`config.mk`:
```
export PLATFORM = sky130hd
export DESIGN_NAME = lag_timer
export DESIGN_NICKNAME = d
export VERILOG_FILES = /design/src/rtl/lag_timer.sv
export SDC_FILE = /design/constraint.sdc
export NUM_CORES = 1
export LEC_CHECK = 0
export ABC_AREA = 1
export CORE_MARGIN = 1
export CORE_UTILIZATION = 60
export CTS_CLUSTER_SIZE = 20
export DETAILED_ROUTE_END_ITERATION = 6
export PLACE_DENSITY = 0.91
export SLEW_MARGIN = 0
export SYNTH_ARGS = -nofsm -noshare
export SYNTH_HDL_FRONTEND = slang
export SYNTH_SLANG_ARGS = --single-unit
```
`constraint.sdc`:
```
create_clock -name clk -period 4.65 [get_ports clk]
set_input_delay 0.93 -clock clk [delete_from_list [all_inputs] [get_ports clk]]
set_output_delay 0.93 -clock clk [all_outputs]
set_load 0.01 [all_outputs]
```
`src/rtl/lag_timer.sv`:
```
// Flash-to-light latency timer: synchronizes and debounces a light sensor, measures the delay
// from a start pulse to the debounced edge, and keeps min/max/block-average statistics.
module lag_timer #(
  parameter int unsigned SYNC_STAGES = 2,
  parameter int unsigned DEBOUNCE    = 16,
  parameter logic [23:0] TIMEOUT     = 24'd4_000_000,
  parameter bit          ACTIVE_LOW  = 1'b1
) (
  input  logic        clk,
  input  logic        reset,
  input  logic        start,
  input  logic        clear,
  input  logic        sensor,
  output logic        busy,
  output logic        done,
  output logic        timed_out,
  output logic        stuck,
  output logic [23:0] lag,
  output logic [23:0] lag_min,
  output logic [23:0] lag_max,
  output logic [23:0] lag_avg,
  output logic        avg_valid,
  output logic [3:0]  sample_cnt
);

  localparam int unsigned DbW    = (DEBOUNCE > 1) ? $clog2(DEBOUNCE) : 1;
  localparam logic [24:0] Offset = 25'(SYNC_STAGES + DEBOUNCE);

  typedef enum logic [1:0] {StIdle, StMeasure, StPublish} state_e;

  logic [SYNC_STAGES-1:0] sync_q, sync_d;
  logic                   lit_s;
  logic                   db_q, db_d;
  logic [DbW-1:0]         db_cnt_q, db_cnt_d;
  state_e                 state_q, state_d;
  logic [23:0]            cnt_q, cnt_d;
  logic [23:0]            lag_q, lag_d;
  logic                   to_q, to_d;
  logic                   stuck_q, stuck_d;
  logic [23:0]            min_q, min_d, max_q, max_d, avg_q, avg_d;
  logic                   avgv_q, avgv_d;
  logic [27:0]            acc_q, acc_d;
  logic [3:0]             scnt_q, scnt_d;
  logic [24:0]            elapsed;
  logic [27:0]            acc_sum;

  always_comb begin
    sync_d[0] = sensor;
    for (int i = 1; i < SYNC_STAGES; i++) begin
      sync_d[i] = sync_q[i-1];
    end
  end

  assign lit_s = sync_q[SYNC_STAGES-1] ^ ACTIVE_LOW;

  always_comb begin
    db_d     = db_q;
    db_cnt_d = '0;
    if (lit_s != db_q) begin
      if (db_cnt_q == DbW'(DEBOUNCE - 1)) begin
        db_d = lit_s;
      end else begin
        db_cnt_d = db_cnt_q + 1'b1;
      end
    end
  end

  // The rise is seen one cycle after the counter sampled it, hence the +1 before removing
  // the fixed synchronizer/debounce delay.
  assign elapsed = {1'b0, cnt_q} + 25'd1;

  always_comb begin
    state_d = state_q;
    cnt_d   = cnt_q;
    lag_d   = lag_q;
    to_d    = to_q;
    stuck_d = 1'b0;
    case (state_q)
      StIdle: begin
        if (start) begin
          if (db_q) begin
            stuck_d = 1'b1;
          end else begin
            state_d = StMeasure;
            cnt_d   = '0;
          end
        end
      end
      StMeasure: begin
        if (db_q) begin
          state_d = StPublish;
          to_d    = 1'b0;
          lag_d   = (elapsed > Offset) ? 24'(elapsed - Offset) : '0;
        end else if (cnt_q >= TIMEOUT) begin
          state_d = StPublish;
          to_d    = 1'b1;
          lag_d   = TIMEOUT;
        end else begin
          cnt_d = cnt_q + 24'd1;
        end
      end
      StPublish: state_d = StIdle;
      default:   state_d = StIdle;
    endcase
  end

  assign acc_sum = acc_q + {4'b0, lag_q};

  // Clear outranks a coinciding publish so the sample never lands in fresh statistics.
  always_comb begin
    min_d  = min_q;
    max_d  = max_q;
    avg_d  = avg_q;
    avgv_d = avgv_q;
    acc_d  = acc_q;
    scnt_d = scnt_q;
    if (clear) begin
      min_d  = 24'hFFFFFF;
      max_d  = '0;
      acc_d  = '0;
      scnt_d = '0;
      avgv_d = 1'b0;
    end else if (state_q == StPublish && !to_q) begin
      if (lag_q < min_q) min_d = lag_q;
      if (lag_q > max_q) max_d = lag_q;
      if (scnt_q == 4'd15) begin
        avg_d  = acc_sum[27:4];
        avgv_d = 1'b1;
        acc_d  = '0;
        scnt_d = '0;
      end else begin
        acc_d  = acc_sum;
        scnt_d = scnt_q + 4'd1;
      end
    end
  end

  always_ff @(posedge clk) begin
    if (reset) begin
      sync_q   <= {SYNC_STAGES{ACTIVE_LOW}};
      db_q     <= 1'b0;
      db_cnt_q <= '0;
      state_q  <= StIdle;
      cnt_q    <= '0;
      lag_q    <= '0;
      to_q     <= 1'b0;
      stuck_q  <= 1'b0;
      min_q    <= 24'hFFFFFF;
      max_q    <= '0;
      avg_q    <= '0;
      avgv_q   <= 1'b0;
      acc_q    <= '0;
      scnt_q   <= '0;
    end else begin
      sync_q   <= sync_d;
      db_q     <= db_d;
      db_cnt_q <= db_cnt_d;
      state_q  <= state_d;
      cnt_q    <= cnt_d;
      lag_q    <= lag_d;
      to_q     <= to_d;
      stuck_q  <= stuck_d;
      min_q    <= min_d;
      max_q    <= max_d;
      avg_q    <= avg_d;
      avgv_q   <= avgv_d;
      acc_q    <= acc_d;
      scnt_q   <= scnt_d;
    end
  end

  assign busy       = (state_q != StIdle);
  assign done       = (state_q == StPublish);
  assign timed_out  = to_q;
  assign stuck      = stuck_q;
  assign lag        = lag_q;
  assign lag_min    = min_q;
  assign lag_max    = max_q;
  assign lag_avg    = avg_q;
  assign avg_valid  = avgv_q;
  assign sample_cnt = scnt_q;

endmodule

```
Word level (Yosys, flattened, before mapping)
Cells that the tools add are included.
{"block": "classes", "addsub": 6, "n_mul": 0, "div_mod_pow": 0, "n_lt_le_gt_ge": 4, "eq_ne": 10, "shifts": 0, "mux": 18, "n_bitwise": 5, "n_reduce_logical": 17}
{"operator": "24-bit 2-to-1 mux", "count": 7}
{"operator": "24-bit case mux with 2 select lines", "count": 1}
{"operator": "28-bit by 24-bit adder with 28-bit output", "count": 1}
{"operator": "28-bit 2-to-1 mux", "count": 1}
{"operator": "24-bit by 1-bit adder with 25-bit output, second input constant", "count": 1}
{"operator": "25-bit by 5-bit greater-than comparator with 1-bit output, second input constant", "count": 1}
{"operator": "24-bit by 1-bit adder with 24-bit output, second input constant", "count": 1}
{"operator": "24-bit by 22-bit >= comparator with 1-bit output, second input constant", "count": 1}
{"operator": "24-bit greater-than comparator", "count": 1}
{"operator": "24-bit less-than comparator", "count": 1}
{"operator": "24-bit by 5-bit subtractor with 24-bit output, second input constant", "count": 1}
{"operator": "2-bit AND reduction", "count": 5}
{"operator": "4-bit by 1-bit adder with 4-bit output, second input constant", "count": 2}
{"operator": "4-bit == test, second input constant", "count": 2}
{"operator": "2-bit 2-to-1 mux", "count": 4}
{"operator": "2-bit != test, second input constant", "count": 4}
{"operator": "3-bit AND reduction", "count": 2}
{"operator": "2-bit nonzero test", "count": 3}
{"operator": "3-bit OR reduction", "count": 2}
{"operator": "1-bit inverter", "count": 5}
{"operator": "5-bit AND reduction", "count": 1}
{"operator": "4-bit 2-to-1 mux", "count": 1}
{"operator": "2-bit case mux with 2 select lines", "count": 1}
{"operator": "1-bit 2-to-1 mux", "count": 3}
{"operator": "other kinds (8)", "count": 8}
{"block": "word_totals", "reg_bits": 164, "latchBits": 0, "mem_bits_rw": 0, "rom_bits": 0, "inputBits": 5, "out_inout_bits": 105, "wordCells": 74, "memories": 0}

Longest topological paths before layout
Gate-level depths: netlist (run 1).
{"block": "logic_depth", "ltp_word": 4, "ltp_mapped": 18, "mapped_depth_nobuf": 17}

Worst setup path before layout (run 1)
Ideal clock, no wire load.
{"block": "synth_path", "path_kind": "register to register", "startpoint": "register cnt_q[1]", "endpoint": "register lag_q[0], in the netlist lag[0]", "setup_ps": 132, "arrival_time_ps": 2133, "required_time_ps": 4518, "setup_slack_ps": 2385, "path_stages_with_launch": 19, "n_path_buf": 1, "synth_period_minus_slack_ps": 2265, "cell_sequence": "dfxtp_1 -> ha_1 -> nand2_1 -> inv_1 -> nor2_1 -> inv_1 -> ha_1 -> nand3_1 -> nand2_1 -> nand3_4 -> nor2_4 -> nand2_2 -> nor2_2 -> nand2_1 -> nand2_2 -> nor2_4 -> buf_6 -> nand2_1 -> a21oi_1"}
{"block": "synth_between", "elab_chain_len": 4, "word_cells_on_any_way": 7, "cone_classes": "add/sub: 1; order compare: 2; mux: 2; reduce/logical: 2"}
{"element": "start, declared", "line_no": "36", "source": "logic [23:0] cnt_q, cnt_d;"}
{"element": "start signal, assigned", "line_no": "159", "source": "cnt_q <= cnt_d;"}
{"element": "24-bit by 1-bit adder with 25-bit output", "line_no": "70", "source": "assign elapsed = {1'b0, cnt_q} + 25'd1;"}
{"element": "25-bit by 5-bit greater-than comparator with 1-bit output", "line_no": "93", "source": "lag_d = (elapsed > Offset) ? 24'(elapsed - Offset) : '0;"}
{"element": "24-bit 2-to-1 mux", "line_no": "93"}
{"element": "24-bit 2-to-1 mux", "line_no": "90", "source": "if (db_q) begin"}
{"element": "end signal, assigned", "line_no": "160", "source": "lag_q <= lag_d;"}
{"element": "end, declared", "line_no": "37", "source": "logic [23:0] lag_q, lag_d;"}
Several ways; a longest one is shown, not always the timed one.
A chain may end at the register's enable or synchronous reset.

Worst setup path in the final report (run 1)
{"block": "layout_path", "startpoint": "register lag_q[1], in the netlist lag[1]", "endpoint": "register max_q[0], in the netlist lag_max[0]"}
{"block": "layout_between", "elab_chain_len": 2}
{"element": "24-bit greater-than comparator", "line_no": "125", "source": "if (lag_q > max_q) max_d = lag_q;"}
{"element": "2-bit AND reduction (no source line)"}
{"element": "end signal, assigned", "line_no": "164", "source": "max_q <= max_d;"}
{"element": "end, declared", "line_no": "40", "source": "logic [23:0] min_q, min_d, max_q, max_d, avg_q, avg_d;"}
No other way between the ends.

==> results of run 1 <==
-- power by group through the flow --
| stage | Combinational (mW) | Sequential, mW | Clock, mW |
|---|---|---|---|
| floorplan | 0.189 | 1.46 | 0 |
| global placement | 0.248 | 1.47 | 0 |
| detailed placement | 0.250 | 1.47 | 0 |
| CTS | 0.252 | 1.44 | 1.34 |
| global route | 0.286 | 1.44 | 1.41 |
| finish | 0.257 | 1.44 | 1.34 |
-- worst paths after layout --
path         slack, ns    endpoint  cells after the start       from
max               1.59  lag_max[0]                     11     lag[1]
max reg2reg       1.59  lag_max[0]                     11     lag[1]
min reg2reg       0.43   sync_q[1]                      1  sync_q[0]
min               0.43   sync_q[1]                      1  sync_q[0]
-- synth_stat cells (all sizes together) --
| cell type | count | area (um^2) |
|---|---|---|
| nand2 | 396 | 1540 |
| inv | 206 | 773 |
| nor2 | 202 | 878 |
| dfxtp | 164 | 3280 |
| a21oi | 152 | 764 |
| o21ai | 136 | 681 |
| nand3 | 79 | 413 |
| ha | 77 | 963 |
| clkbuf | 38 | 143 |
| xor2 | 24 | 210 |
| nand4 | 16 | 100 |
| nor3 | 14 | 75.1 |
| o211ai | 10 | 75.1 |
| o21bai | 9 | 67.6 |
| a21o | 8 | 60.1 |
| buf | 8 | 43.8 |
| a21boi | 5 | 37.5 |
| a31oi | 4 | 25.0 |
| xnor2 | 4 | 35.0 |
| clkinv | 3 | 11.3 |
| or2 | 3 | 18.8 |
| a22oi | 2 | 15.0 |
| nand3b | 2 | 15.0 |
| o32ai | 2 | 17.5 |
| a211oi | 1 | 7.51 |
| and3 | 1 | 6.26 |
| fa | 1 | 20.0 |
| nor4 | 1 | 6.26 |
| nor4b | 1 | 8.76 |
| o21a | 1 | 7.51 |
| o221ai | 1 | 8.76 |
| o31ai | 1 | 7.51 |
-- critical path: stages, from the launching register on --
cell and delay, ns:
dfxtp_1 0.60, ha_1 0.32, inv_1 0.09, o21bai_1 0.06, a21boi_0 0.17, o221ai_1 0.13
nand2_1 0.08, nand3_1 0.06, nand2_1 0.85, inv_1 0.34, nor2_1 0.19, nor2_1 0.06
-- state kept, by name, indices dropped and copies added (netlist names), 4 cells and up --
signal	count
lag_max	24
db_cnt_q	4
acc_q	28
lag_min	24
cnt_q	24
lag	24
sample_cnt	4
lag_avg	24
-- through the flow --
stage	hold WS [ns]	worst slack, ns	area (um^2)
3_5_place_dp	0.421	1.66	11600
3_3_place_gp	0.429	1.77	11600
4_1_cts	0.438	1.64	12200
5_1_grt	0.444	1.27	12200
2_1_floorplan	0.389	2.39	10300
6_report	0.435	1.59	12200
-- cell families after synthesis --
kind of cell	after synthesis
AOI/OAI and AO/OA	332
xor gates and xnor gates	28
adders and majority gates	78
buffers and inverters	255
DFF	164
and+or+nand+nor	715
-- layout by cell type (no fill, tap or decap), types with 4 or more instances in the layout --
cell	synthesis	final
xnor2_1	4	4
o21ai_0	134	134
ha_1	77	77
nor2_4	9	9
a21o_1	8	8
a21oi_1	151	151
clkdlybuf4s50_1	0	108
buf_4	1	14
inv_1	204	204
nor3_1	13	13
clkinv_4	0	4
o21bai_1	9	9
xor2_1	24	24
nor2_1	183	181
a21boi_0	4	4
o211ai_1	10	10
a31oi_1	4	4
nand3_1	77	77
nand2_2	12	12
nand4_1	16	16
nand2_1	381	381
dfxtp_1	164	164
clkbuf_16	0	17
clkinvlp_4	0	4
nor2_2	8	10
-- metal layers --
| layer | global-route usage, % | part of all wire (%) | up-vias | wire [um] |
|---|---|---|---|---|
| li1 | - | - | 5288 | - |
| met1 | 46.3 | 42 | 4931 | 13100 |
| met2 | 58.0 | 45 | 518 | 14000 |
| met3 | 6.05 | 8.8 | 85 | 2700 |
| met4 | 14.8 | 3.4 | 0 | 1040 |
| met5 | 0 | 0 | - | 0 |
-- cell type report --
class	instances	area, um^2
clock buffer	20	457
inverter	209	785
multi-input combinational	1153	6070
fill	1381	4540
timing repair buffer	123	1190
sequential	164	3280
tap	220	275
clock inverter	12	98.8
==> run_results.csv, run 1 <==
group,metric,value,unit
route,antenna_left,0,
clocking,h-tree-depth,4,
die,chipWidth,133,um
timing,maxSlewViolCount,0,
finish,areaGrowthSynthToFinish,17.8,%
place,place_congestion,0.955,
route,finalWirelength,30.8,mm
clocking,cts_tree,"yes",
yosys,yosys.area_share.simple,29.7,%
yosys,synth_nets,1655,
power_and_ir_drop,power_leakage,5.73,nW
worst_setup_path,critical_path_class,"flop to flop",
clocking,clock_sinks,164,
die,rows,47,
timing,fin_skew,0.0106,ns
clocking,post_cts_buffers,0,
power_and_ir_drop,power,3.04,mW
timing,rsz0062_at_grt,"false",
yosys,syn_avg_cell_area,6.56,um^2
yosys,syn_area,10300,um^2
clocking,cts_resized,0,
grt,antenna_found_initial,0,
route,vias_per_cell,5.69,
clocking,clk_latency,0.44,ns
status,status,"finished clean",
die,initial_utilization,61.8,%
grt,grt_max_degree,65,
yosys,synth_cells,1572,
place,hpwlAfterDp,22.9,mm
timing,finalCriticalPeriod,3.06,ns
power_and_ir_drop,peakVddDrop,265,uV
yosys,synth.distinct_cells,47,
power_and_ir_drop,seqPwrFrac,47.3,%
clocking,clk_pin_slew,0.07,ns
yosys,synth_compound_area_share,17.2,%
yosys,synth.ff_latch_count,164,
place,dp_cells,1869,
worst_setup_path,start_kind,"flop",
clocking,cts-hold-fix-buffers,0,
route,wl_per_cell,16.2,um
grt,track_usage,35.5,%
finish,final_core_utilization,72.8,%
finish,fin_cells,1901,
power_and_ir_drop,power_frac_comb,8.5,%
power_and_ir_drop,clkPwrFrac,44.2,%
finish,nNetsFinal,1751,
timing,finalCritPeriodShare,65.9,%
route,via_count,10800,
worst_setup_path,worstPathArrival,3.39,ns
clocking,cts-buffers-inserted,17,
timing,setup_viol,0,
timing,fin_setup_tns,0,ns
timing,slew_headroom,23.5,%
clocking,clk_path_buf_depth,2,
die,io_pins,110,
yosys,synthAdderAreaFrac,9.53,%
worst_setup_path,endpoint_kind,"flop",
route,drt-initial-drc-count,953,
route,first_pass_iters,6,
yosys,yosysSeqAreaShare,31.8,%
grt,grt_pass1_vias,9856,
power_and_ir_drop,net-switching-power,0.827,mW
power_and_ir_drop,p_int,2.21,mW
die,die_h,133,um
finish,layout-drive-gt1-share,5.41,%
yosys,synthXorXnorAreaFrac,2.38,%
finish,diodes,0,
flow_run,maxCapViolCount,0,
clocking,cts-root-buf,"clkbuf_16",
yosys,muxShareOfSynthArea,0,%
timing,tightest_slew,1.14,ns
die,die-area,17700,um^2
place,portBuffers,109,
power_and_ir_drop,p_sw_share,27.2,%
timing,fmax,0.326,GHz
grt,grt-ovfl-total,0,
timing,hold_violations,0,
die,core_area,16700,um^2
grt,grt_pass1_wl,49.9,mm
worst_setup_path,required,4.98,ns
worst_hold_path,hp-class,"flop to flop",
route,drc_errors,0,
yosys,synth_top_family_by_area,"simple AND/OR/NAND/NOR gates",
power_and_ir_drop,power_density,250,nW/um^2
yosys,ys_warn_count,0,
worst_setup_path,crit_path_max_fanout,42,
No activity file was read; power rests on OpenSTA's default activity.
==> run 2: changes to the inputs <==
--- a/config.mk
+++ b/config.mk
@@ -7,10 +7,10 @@
 export LEC_CHECK = 0
 export ABC_AREA = 1
 export CORE_MARGIN = 1
-export CORE_UTILIZATION = 60
+export CORE_UTILIZATION = 52
 export CTS_CLUSTER_SIZE = 20
 export DETAILED_ROUTE_END_ITERATION = 6
-export PLACE_DENSITY = 0.91
+export PLACE_DENSITY = 0.84
 export SLEW_MARGIN = 0
 export SYNTH_ARGS = -nofsm -noshare
 export SYNTH_HDL_FRONTEND = slang
==> constraint.sdc (replaced) <==
create_clock -name clk -period 2.57 [get_ports clk]
set_input_delay 0.514 -clock clk [delete_from_list [all_inputs] [get_ports clk]]
set_output_delay 0.514 -clock clk [all_outputs]
set_load 0.01 [all_outputs]
==> run_results.csv, run 2 (synthesis results as in run 1) <==
group,metric,value,unit
die,die-area,20400,um^2
worst_setup_path,r2r_start,"lag[1]",
worst_setup_path,crit_end,"lag_avg[16]",
route,vias_per_cell,5.48,
worst_setup_path,critical_path_class,"flop to flop",
die,die_h,143,um
finish,mostFrequentLayoutCell,"nand2_1",
grt,busiest_layer,"met2",
die,chipWidth,143,um
timing,tightest_slew,0.717,ns
timing,maxSlewViolCount,0,
clocking,clk_pin_slew,0.07,ns
grt,grt_max_degree,62,
route,drt-initial-drc-count,997,
finish,final_cell_area,12600,um^2
grt,grt-ovfl-total,0,
worst_hold_path,hp-class,"flop to flop",
worst_setup_path,timing.rr.end,"lag_avg[16]",
worst_setup_path,worstPathArrival,2.71,ns
timing,final.setup.worst_slack,0.205,ns
grt,track_usage,31.0,%
clocking,clk_latency,0.44,ns
worst_setup_path,endpoint_kind,"flop",
route,wl_per_cell,15.7,um
timing,finalCritPeriodShare,92.0,%
timing,fmax,0.423,GHz
die,initial_utilization,53.0,%
worst_setup_path,start_kind,"flop",
grt,grtUsageMet2,50.4,%
timing,setup_viol,0,
flow_run,maxCapViolCount,0,
power_and_ir_drop,power_leakage,5.95,nW
timing,hold_violations,0,
power_and_ir_drop,power,5.71,mW
grt,antenna_found_initial,0,
clocking,clock_sinks,164,
worst_setup_path,r2r_slack,0.21,ns
finish,fillers,1718,
clocking,cts-root-buf,"clkbuf_16",
finish,diodes,0,
finish,largest_reg_flops,28,
finish,most-common-layout-cells,"nand2_1, inv_1, nor2_1, dfxtp_1, a21oi_1",
worst_setup_path,r2r_cells,13,
clocking,clk_path_buf_depth,2,
clocking,cts-hold-fix-buffers,0,
grt,grt_pass1_wl,49.3,mm
finish,areaGrowthSynthToFinish,21.9,%
place,hpwlAfterDp,24.0,mm
worst_setup_path,cp-startpoint,"lag[1]",
power_and_ir_drop,power_density,454,nW/um^2
place,pre_cts_slack,0.0328,ns
finish,top_register,"acc_q",
route,first_pass_iters,6,
place,placed_cell_area,11900,um^2
route,antenna_left,0,
route,via_count,10900,
timing,slew_headroom,52.2,%
die,io_pins,110,
finish,final_core_utilization,64.6,%
finish,nNetsFinal,1787,
grt,grt_pass1_vias,9687,
worst_setup_path,crit_path_max_fanout,8,
grt,grtUsageMet1,40.9,%
timing,fin_skew,0.00921,ns
power_and_ir_drop,peakVddDrop,461,uV
clocking,cts-buffers-inserted,17,
die,rows,51,
status,status,"finished clean",
grt,grt.met3_usage,4.90,%
place,portBuffers,109,
worst_setup_path,required,2.91,ns
timing,holdWs,0.407,ns
place,place_congestion,0.975,
route,finalWirelength,31.1,mm
clocking,cts_tree,"yes",
finish,layout-drive-gt1-share,8.15,%
timing,finalCriticalPeriod,2.36,ns
route,drc_errors,0,
clocking,h-tree-depth,4,
die,core_area,19500,um^2
## run 2: worst max-delay path, stage by stage, from the launching register on
cell and delay [ns]:
dfxtp_1 0.46, fa_1 0.54, nand3_1 0.10, nand3_1 0.12
a21boi_1 0.20, o21bai_1 0.17, nand2_1 0.09, nand2_1 0.08
nand2_1 0.12, nand3_1 0.12, nand2_1 0.10, nand2_1 0.05
o211ai_1 0.08, inv_1 0.05
## run 2: timing repair
| action | in CTS | in global routing |
|---|---|---|
| buffers inserted | 2 | 2 |
| endpoints found under the setup margin | 1 | 24 |
| pin swaps | 1 | 2 |
| gates resized for setup | 2 | 14 |
## run 2: metrics by stage
| step | cells | TNS (ns) |
|---|---|---|
| final | 1982 | 0 |
| after global routing | 1982 | -0.0180 |
| after CTS | 1980 | 0 |
| after detailed placement | 1946 | 0 |
| after global placement | 1946 | 0 |
| after floorplan | 1572 | 0 |
## run 2: cell type report
| class | count | area [um^2] | area share, % |
|---|---|---|---|
| Clock inverter | 13 | 145 | 1.15 |
| Multi-Input combinational cell | 1153 | 6100 | 48.5 |
| Clock buffer | 19 | 453 | 3.60 |
| Inverter | 209 | 785 | 6.24 |
| Tap cell | 265 | 332 | 2.64 |
| Timing Repair Buffer | 159 | 1470 | 11.7 |
| Sequential cell | 164 | 3290 | 26.2 |
## run 2: metal layers
| metal | vias to the layer above | share of wire [%] |
|---|---|---|
| met3 | 70 | 7.2 |
| met4 | 0 | 3.3 |
| li1 | 5349 | - |
| met5 | - | 0 |
| met2 | 468 | 45 |
| met1 | 4984 | 44 |
## run 2: worst min-delay path by stage
stage	from	endpoint	slack, ns	cells after the start
finish	sync_q[0]	sync_q[1]	0.41	1
CTS	sync_q[0]	sync_q[1]	0.41	1
floorplan	sync_q[0]	sync_q[1]	0.39	1
global placement	sync_q[0]	sync_q[1]	0.39	1
global route	sync_q[0]	sync_q[1]	0.42	1
detailed placement	sync_q[0]	sync_q[1]	0.40	1
## run 2: where the power goes
part	internal, mW	switching [mW]	total (mW)
Combinational	0.147	0.326	0.473
Sequential	2.57	0.0375	2.60
Clock	1.49	1.14	2.63
==> run 3: changes to the inputs <==
--- a/config.mk
+++ b/config.mk
@@ -6,6 +6,7 @@
 export NUM_CORES = 1
 export LEC_CHECK = 0
 export ABC_AREA = 1
+export CORE_ASPECT_RATIO = 1.25
 export CORE_MARGIN = 1
 export CORE_UTILIZATION = 52
 export CTS_CLUSTER_SIZE = 20
==> run_results.csv, run 3 (synthesis results as in run 1) <==
group,metric,value,unit
status,status,"finished clean",
worst_setup_path,start_kind,"flop",
worst_setup_path,r2r_start,"cnt_q[0]",
place,hpwlAfterDp,24.5,mm
route,via_count,10700,
finish,top_register,"acc_q",
timing,fin_skew,0.0142,ns
timing,finalCriticalPeriod,2.41,ns
die,die_h,159,um
finish,layout-drive-gt1-share,8.66,%
worst_hold_path,hold_start,"sync_q[0]",
clocking,cts-buffers-inserted,17,
worst_setup_path,crit_path_max_fanout,15,
timing,maxSlewViolCount,0,
finish,final_core_utilization,64.9,%
grt,antenna_found_initial,0,
clocking,clk_pin_slew,0.07,ns
grt,grt_pass1_vias,10400,
clocking,h-tree-depth,4,
worst_setup_path,endpoint_kind,"flop",
finish,nNetsFinal,1791,
power_and_ir_drop,power_leakage,5.97,nW
finish,diodes,0,
die,chipWidth,128,um
timing,finalCritPeriodShare,93.7,%
place,dp_cells,1951,
finish,fin_cells,1986,
worst_setup_path,critical-path-top-delay-family,"simple AND/OR/NAND/NOR gates",
place,portBuffers,109,
worst_setup_path,path_cells,"ha_4 -> nand2_2 -> nor2_8 -> buf_4 -> nand4_1 -> nand2_1 -> nand2_1 -> nor2_2 -> nand2_2 -> nor2_2 -> nand2_1 -> nand2_2 -> nor2_4 -> buf_12 -> nand2_1 -> a21oi_1",
grt,grt-ovfl-total,0,
grt,grt_pass1_wl,50.9,mm
timing,fmax,0.415,GHz
worst_hold_path,hold_depth,1,
die,io_pins,110,
worst_setup_path,worst-path-stages,16,
place,place_congestion,0.967,
clocking,cts_tree,"yes",
finish,largest_reg_flops,28,
worst_setup_path,critical_path_class,"flop to flop",
clocking,clk_latency,0.43,ns
die,die-area,20400,um^2
worst_setup_path,r2r_cells,16,
route,drc_errors,0,
worst_setup_path,cp-startpoint,"cnt_q[0]",
route,vias_per_cell,5.40,
route,wl_per_cell,15.8,um
timing,setup_viol,0,
worst_setup_path,worstPathArrival,2.69,ns
finish,areaGrowthSynthToFinish,22.5,%
grt,track_usage,31.6,%
clocking,clock_sinks,164,
worst_setup_path,path_common_cell,"nand2_1",
die,rows,57,
grt,grt_max_degree,64,
timing,slew_headroom,46.7,%
route,finalWirelength,31.4,mm
worst_setup_path,required,2.85,ns
timing,fin_setup_tns,0,ns
clocking,clk_path_buf_depth,2,
route,antenna_left,0,
worst_setup_path,critPathMaxStageDelay,0.41,ns
worst_setup_path,cpMaxStageDelayCell,"dfxtp_2",
worst_hold_path,hp-class,"flop to flop",
finish,most-common-layout-cells,"nand2_1, inv_1, nor2_1, dfxtp_1, a21oi_1",
finish,mostFrequentLayoutCell,"nand2_1",
die,initial_utilization,53.0,%
clocking,cts-hold-fix-buffers,0,
flow_run,maxCapViolCount,0,
route,drt-initial-drc-count,708,
power_and_ir_drop,power_density,451,nW/um^2
worst_setup_path,path_buf_inv,2,
timing,tightest_slew,0.799,ns
route,first_pass_iters,5,
clocking,cts-root-buf,"clkbuf_16",
power_and_ir_drop,peakVddDrop,432,uV
timing,hold_violations,0,
die,core_area,19500,um^2
==> run 3: final timing paths <==
| path | to | slack (ns) |
|---|---|---|
| worst max register to register | lag[6] | 0.16 |
| worst max-delay path | lag[6] | 0.16 |
| worst min-delay path | sync_q[1] | 0.43 |
| worst min register to register | sync_q[1] | 0.43 |
==> run 3: cell type report <==
class / count / area, um^2
multi-input combinational: 1153 / 6120
tap: 265 / 332
inverter: 209 / 785
fill: 1779 / 6830
clock buffer: 20 / 457
timing repair buffer: 163 / 1520
clock inverter: 12 / 144
sequential: 164 / 3290
==> run 3: per-layer routing <==
| layer | GRT usage [%] | vias up | wire (um) |
|---|---|---|---|
| li1 | - | 5372 | - |
| met1 | 34.9 | 4938 | 12400 |
| met2 | 57.8 | 320 | 16200 |
| met3 | 4.84 | 88 | 1390 |
| met4 | 16.0 | 0 | 1450 |
| met5 | 0 | - | 0 |
==> run 3: what timing repair did <==
action / 4_1_cts / 5_1_grt
buffers inserted: 0 / 3
resized for setup: 2 / 19
pin swaps: 0 / 2
setup endpoints to repair: 1 / 32
==> run 3: through the flow <==
stage          total power, mW  cell area, um^2  setup WS [ns]  hold WS (ns)
2_1_floorplan             2.99            10300          0.305         0.389
3_3_place_gp              3.11            11900          0.152         0.403
3_5_place_dp              3.11            11900         0.0397         0.403
4_1_cts                   5.71            12600        0.00480         0.430
5_1_grt                   5.89            12600        -0.0117         0.459
6_report                  5.71            12600          0.162         0.432
==> run 3: report_power, final <==
group          internal [mW]  total [mW]  switching (mW)
combinational          0.148       0.470           0.322
clock                   1.50        2.63            1.13
sequential              2.57        2.60          0.0382
total                   4.22        5.71            1.49
